===== src/rtl/bitmap_margin_scan.sv =====
// Multi-cycle empty-margin finder for a ROWS x COLS glyph bitmap: one row per cycle, then one column per cycle.
// Optional set-pixel counter is built when the PIXCNT_EN macro is defined.
module bitmap_margin_scan #(
    parameter int ROWS = 64,
    parameter int COLS = 24
) (
    input  logic                             clk,
    input  logic                             rst_n,
    input  logic                             wren,
    input  logic [ROWS*COLS-1:0]             bitmap,
    output logic                             busy,
    output logic                             done,
    output logic                             nonempty,
    output logic [$clog2(ROWS+1)-1:0]        top,
    output logic [$clog2(ROWS+1)-1:0]        bottom,
    output logic [$clog2(COLS+1)-1:0]        left,
    output logic [$clog2(COLS+1)-1:0]        right,
    output logic [$clog2(ROWS*COLS+1)-1:0]   pixel_count
);

    localparam int N  = ROWS * COLS;
    localparam int RW = $clog2(ROWS + 1);
    localparam int CW = $clog2(COLS + 1);
    localparam int PW = $clog2(N + 1);

    typedef enum logic [1:0] {IDLE, ROWSCAN, COLSCAN, DONE} state_t;

    state_t            state;
    logic [RW-1:0]     row_idx;
    logic [CW-1:0]     col_idx;
    logic [N-1:0]      bm_q;
    logic [COLS-1:0]   col_occ;
    logic [RW-1:0]     first_row;
    logic [RW-1:0]     last_row;
    logic [CW-1:0]     first_col;
    logic [CW-1:0]     last_col;
    logic              found_row;
    logic              found_col;
    logic [COLS-1:0]   cur_row;
    logic              row_hit;
    logic              col_hit;
    logic              accept;
    logic              col_step;

`ifdef PIXCNT_EN
    logic [PW-1:0]     pix_acc;

    function automatic logic [PW-1:0] popcount(input logic [COLS-1:0] v);
        logic [PW-1:0] n;
        n = '0;
        for (int i = 0; i < COLS; i++)
            n = n + PW'(v[i]);
        return n;
    endfunction
`endif

    // The latched bitmap shifts up one row per cycle, so the current row is always the top slice.
    assign cur_row  = bm_q[N-1 -: COLS];
    assign row_hit  = |cur_row;
    assign col_hit  = col_occ[COLS-1];
    assign accept   = wren && (state == IDLE || state == DONE);
    assign col_step = (state == COLSCAN) && (col_idx != CW'(COLS));

    // Datapath: latched bitmap, column occupancy and hit trackers are cleared on accept instead of reset.
    always_ff @(posedge clk) begin
        if (accept) begin
            bm_q      <= bitmap;
            col_occ   <= '0;
            found_row <= 1'b0;
            found_col <= 1'b0;
`ifdef PIXCNT_EN
            pix_acc   <= '0;
`endif
        end else if (state == ROWSCAN) begin
            bm_q    <= bm_q << COLS;
            col_occ <= col_occ | cur_row;
`ifdef PIXCNT_EN
            pix_acc <= pix_acc + popcount(cur_row);
`endif
            if (row_hit) begin
                if (!found_row)
                    first_row <= row_idx;
                found_row <= 1'b1;
                last_row  <= row_idx;
            end
        end else if (col_step) begin
            col_occ <= col_occ << 1;
            if (col_hit) begin
                if (!found_col)
                    first_col <= col_idx;
                found_col <= 1'b1;
                last_col  <= col_idx;
            end
        end
    end

    // Control FSM and registered results; the extra COLSCAN cycle at col_idx==COLS commits results.
    always_ff @(posedge clk or negedge rst_n) begin
        if (!rst_n) begin
            state       <= IDLE;
            row_idx     <= '0;
            col_idx     <= '0;
            busy        <= 1'b0;
            done        <= 1'b0;
            nonempty    <= 1'b0;
            top         <= '0;
            bottom      <= '0;
            left        <= '0;
            right       <= '0;
            pixel_count <= '0;
        end else begin
            case (state)
                IDLE, DONE: begin
                    if (wren) begin
                        state   <= ROWSCAN;
                        busy    <= 1'b1;
                        done    <= 1'b0;
                        row_idx <= '0;
                        col_idx <= '0;
                    end
                end
                ROWSCAN: begin
                    row_idx <= row_idx + RW'(1);
                    if (row_idx == RW'(ROWS - 1))
                        state <= COLSCAN;
                end
                COLSCAN: begin
                    if (col_idx == CW'(COLS)) begin
                        state    <= DONE;
                        busy     <= 1'b0;
                        done     <= 1'b1;
                        nonempty <= found_row;
                        top      <= found_row ? first_row : RW'(ROWS);
                        bottom   <= found_row ? (RW'(ROWS - 1) - last_row) : RW'(ROWS);
                        left     <= found_col ? first_col : CW'(COLS);
                        right    <= found_col ? (CW'(COLS - 1) - last_col) : CW'(COLS);
`ifdef PIXCNT_EN
                        pixel_count <= pix_acc;
`endif
                    end else begin
                        col_idx <= col_idx + CW'(1);
                    end
                end
                default: state <= IDLE;
            endcase
        end
    end

endmodule


===== config.mk =====
export PLATFORM = sky130hd
export DESIGN_NAME = bitmap_margin_scan
export DESIGN_NICKNAME = d
export VERILOG_FILES = /design/src/rtl/bitmap_margin_scan.sv
export SDC_FILE = /design/constraint.sdc
export NUM_CORES = 2
export LEC_CHECK = 0
export CAP_MARGIN = 20
export CORE_AREA = 8 8 617 619
export CTS_CLUSTER_DIAMETER = 40
export DETAILED_ROUTE_END_ITERATION = 12
export DIE_AREA = 0 0 625 627
export PLACE_DENSITY = 0.35
export SLEW_MARGIN = 15
export SYNTH_ARGS = -nofsm -noshare
export SYNTH_HDL_FRONTEND = slang
export SYNTH_SLANG_ARGS = --single-unit

===== constraint.sdc =====
create_clock -name clk -period 55.7 [get_ports clk]
set_clock_uncertainty 0.05 [all_clocks]
set_input_delay 13.925 -clock clk [delete_from_list [all_inputs] [get_ports clk]]
set_output_delay 13.925 -clock clk [all_outputs]
set_load 0.01 [all_outputs]

==> results by group <==
Status
  • Outcome: completed

Critical path
  • Endpoint class of the critical path: register
  • Cell repeated most along the worst path: buf_4
  • Buffers and inverters on the worst path: 5
  • Setup crit start kind: input port
  • Worst Path Arrival: 18.82 ns
  • Crit Path Category: in2reg
  • Crit path cell chain: clkdlybuf4s50_1 -> buf_4 -> nand2_8 -> nand2b_4 -> buf_12 -> buf_4 -> buf_4
  • CP max stage cell: buf_4
  • Kind of cell with the highest combined delay on the critical path: buffers and inverters
  • Crit-path max FO: 174
  • R2R cell count: 8
  • Levels on crit path: 7
  • Critical path data required time: 56.12 ns
  • Slowest stage delay, CP: 0.89 ns

STA
  • Slew margin rel.: 13.9%
  • Final WS setup: 37.30 ns
  • Setup_tns: 0 ns
  • Crit path time final: 18.40 ns
  • WHS: 0.375 ns
  • Achievable Freq: 54.3 MHz
  • Final setup violation count: 0
  • RSZ-0062 raised after global routing: false
  • Max Slew Vio Count: 0
  • Period Utilization, post-route: 33.0%
  • Worst Tran Pin Value: 1.29 ns
  • Final Hold Fails: 0

Yosys
  • Most common flop cell mapped by yosys: edfxtp_1
  • Syn Inst Count: 6801
  • Syn avg cell area: 10.1 um2
  • Netlist cell types: 48
  • Number of flops mapped to enable cells by yosys: 1560
  • Top cell type's share of synthesized area: 68.1%
  • Synth area leader: edfxtp_1
  • Synth warn: 11
  • Synth top area cells: edfxtp_1 (68%), nand2_1 (25%), dfrtp_1 (1.5%)
  • Yosys reg bits: 1627
  • Synth Cell Area: 68800 um2
  • Seq/Total Area, Yosys: 70.3%
  • Asr flop ratio synth: 2.52%

Route
  • 1st-iter DRT viols: 3318
  • Remaining antenna violation count: 0
  • WL final: 326000 um
  • Vias/cell: 3.91
  • Drt drc: 0
  • Via count: 53.9k
  • Average wire per standard cell: 23.7 um
  • First-pass iteration count of the detailed router: 5

Global routing
  • GRT Util Overall: 15.8%
  • Largest net degree at the start of global routing: 214
  • Vias in the first global route: 56.8k
  • GRT Residual Overflow: 0
  • Initial antenna violation count: 245
  • Global-route wire length before repair: 443000 um

Floorplan
  • Io pins: 1577
  • Die area: 392000 um2
  • Die X: 625 um
  • Row cnt: 224
  • Die height: 627 um
  • Core ar.: 371000 um2
  • Initial Utilization: 18.6%

Clock tree
  • CTS tree: done
  • Clock-pin slew on the worst setup and hold paths: 0.05 ns
  • # clock sinks: 1627
  • Setup bufs post-CTS: 0
  • Clock Latency Late Sink: 0.90 ns
  • Longest Clk Path Bufs: 4
  • H-tree levels: 5
  • CTS root buf: clkbuf_16
  • Num CTS Buffers: 373
  • CTS Hold Bufs: 0
  • Post_cts resized: 0

Layout
  • Post-route insts no fill: 13.8k
  • Filler cells: 39.4k
  • Synth-to-Final Area Change: 48.8%
  • Design Area, Final: 102000 um2
  • Fin nets: 9976
  • Share of cells above drive strength 1: 7.63%

Hold path
  • Hold path depth: 1
  • Worst min path class: reg2reg

Placement
  • DP Worst Slack: 36.12 ns
  • GP Congestion: 0.855
  • Port Buffers: 1565
  • HPWL after detailed placement: 245000 um
  • Placed cell count: 13.0k
  • Placed Area: 89500 um2

Job
  • MaxCap Viol Count: 0

Power and ir drop
  • Pwr/cell area: 66.5 nW/um2
  • Maximum VDD drop: 41.0 uV
  • P_leak: 42.6 nW
==> metal layers <==
metal  global-route usage (%)  share of wire [%]
met5                        0               0.33
met4                     4.54                3.1
met3                     5.05                7.0
met2                     30.1                 53
met1                     16.6                 36
==> area by class of cell <==
cell class                      instances  area [um2]  share of cell area (%)
Clock buffer                          430        9650                    9.43
Multi-Input combinational cell       4777       18600                    18.2
Tap cell                             4972        6220                    6.08
Inverter                               32         120                   0.117
Timing Repair Buffer                 1620       16300                    15.9
Antenna cell                           62         155                   0.152
Clock inverter                        256        3000                    2.93
Sequential cell                      1627       48400                    47.3
==> state kept, by name, summed over array words and instances (netlist names) <==
name / count
found_row: 1
col_occ: 24
first_col: 5
bm_q: 1536
first_row: 7
nonempty: 1
busy: 1
col_idx: 5
row_idx: 7
found_col: 1
left: 5
state: 2
right: 5
last_row: 7
last_col: 5
bottom: 7
top: 7
done: 1
==> path summary, 6_finish.rpt <==
kind	startpoint	end	slack, ns
setup / recovery	wren	bm_q[276]	37.30
hold / removal	last_row[1]	bottom[1]	0.38
setup reg to reg	state[0]	bm_q[276]	50.15
hold reg to reg	last_row[1]	bottom[1]	0.38
max in group asynchronous	rst_n	row_idx[4]	42.10
min in group asynchronous	rst_n	right[2]	12.95
==> power breakdown <==
group | total, mW | switching (mW) | internal [mW]
logic | 1.96 | 1.45 | 0.511
registers | 2.63 | 0.207 | 2.42
clock network | 2.22 | 0.756 | 1.46
total | 6.81 | 2.42 | 4.40
==> per-stage QoR <==
stage | power, mW | util [%]
CTS | 6.99 | 27.6
global placement | 4.70 | 24.1
floorplan | 5.06 | -
finish | 6.81 | 27.6
global route | 7.26 | 27.6
detailed placement | 4.70 | 24.1
==> synth_stat cells (6+ instances only) <==
library cell,count
a21oi_1,25
and3_1,26
buf_1,8
buf_2,203
buf_4,26
clkbuf_1,135
dfrtp_1,41
dfxtp_1,26
edfxtp_1,1560
ha_1,6
inv_1,31
nand2_1,4579
nand3_1,10
nor2_1,10
nor3_1,6
nor4_1,6
o21ai_0,8
o21ai_1,18
o221a_2,21
o31ai_2,6
==> cells in the final DEF, fill, tap and decap left out, types with 31 or more instances in the layout <==
master	count
bufinv_16	48
clkinv_1	60
clkdlybuf4s50_1	1564
edfxtp_1	1560
clkbuf_1	50
buf_4	40
clkbuf_16	376
clkinv_2	63
diode_2	62
nand2_1	4579
dfrtp_1	41
clkinvlp_4	37
inv_1	31
==> logic make-up (layout without fill, tap and decap cells) <==
logic type      count (synthesis)  after routing  synth area share [%]
xor+xnor                        2              2                0.0255
compound gates                 98             98                  1.08
buf+inv                       407           2338                  2.75
other cells                     1             73               0.00545
flops                        1627           1627                  70.3
simple gates                 4655           4655                  25.6
fa+ha+maj                       6              6                 0.109
mux                             5              5                0.0727
No activity file was read; power rests on OpenSTA's default activity.
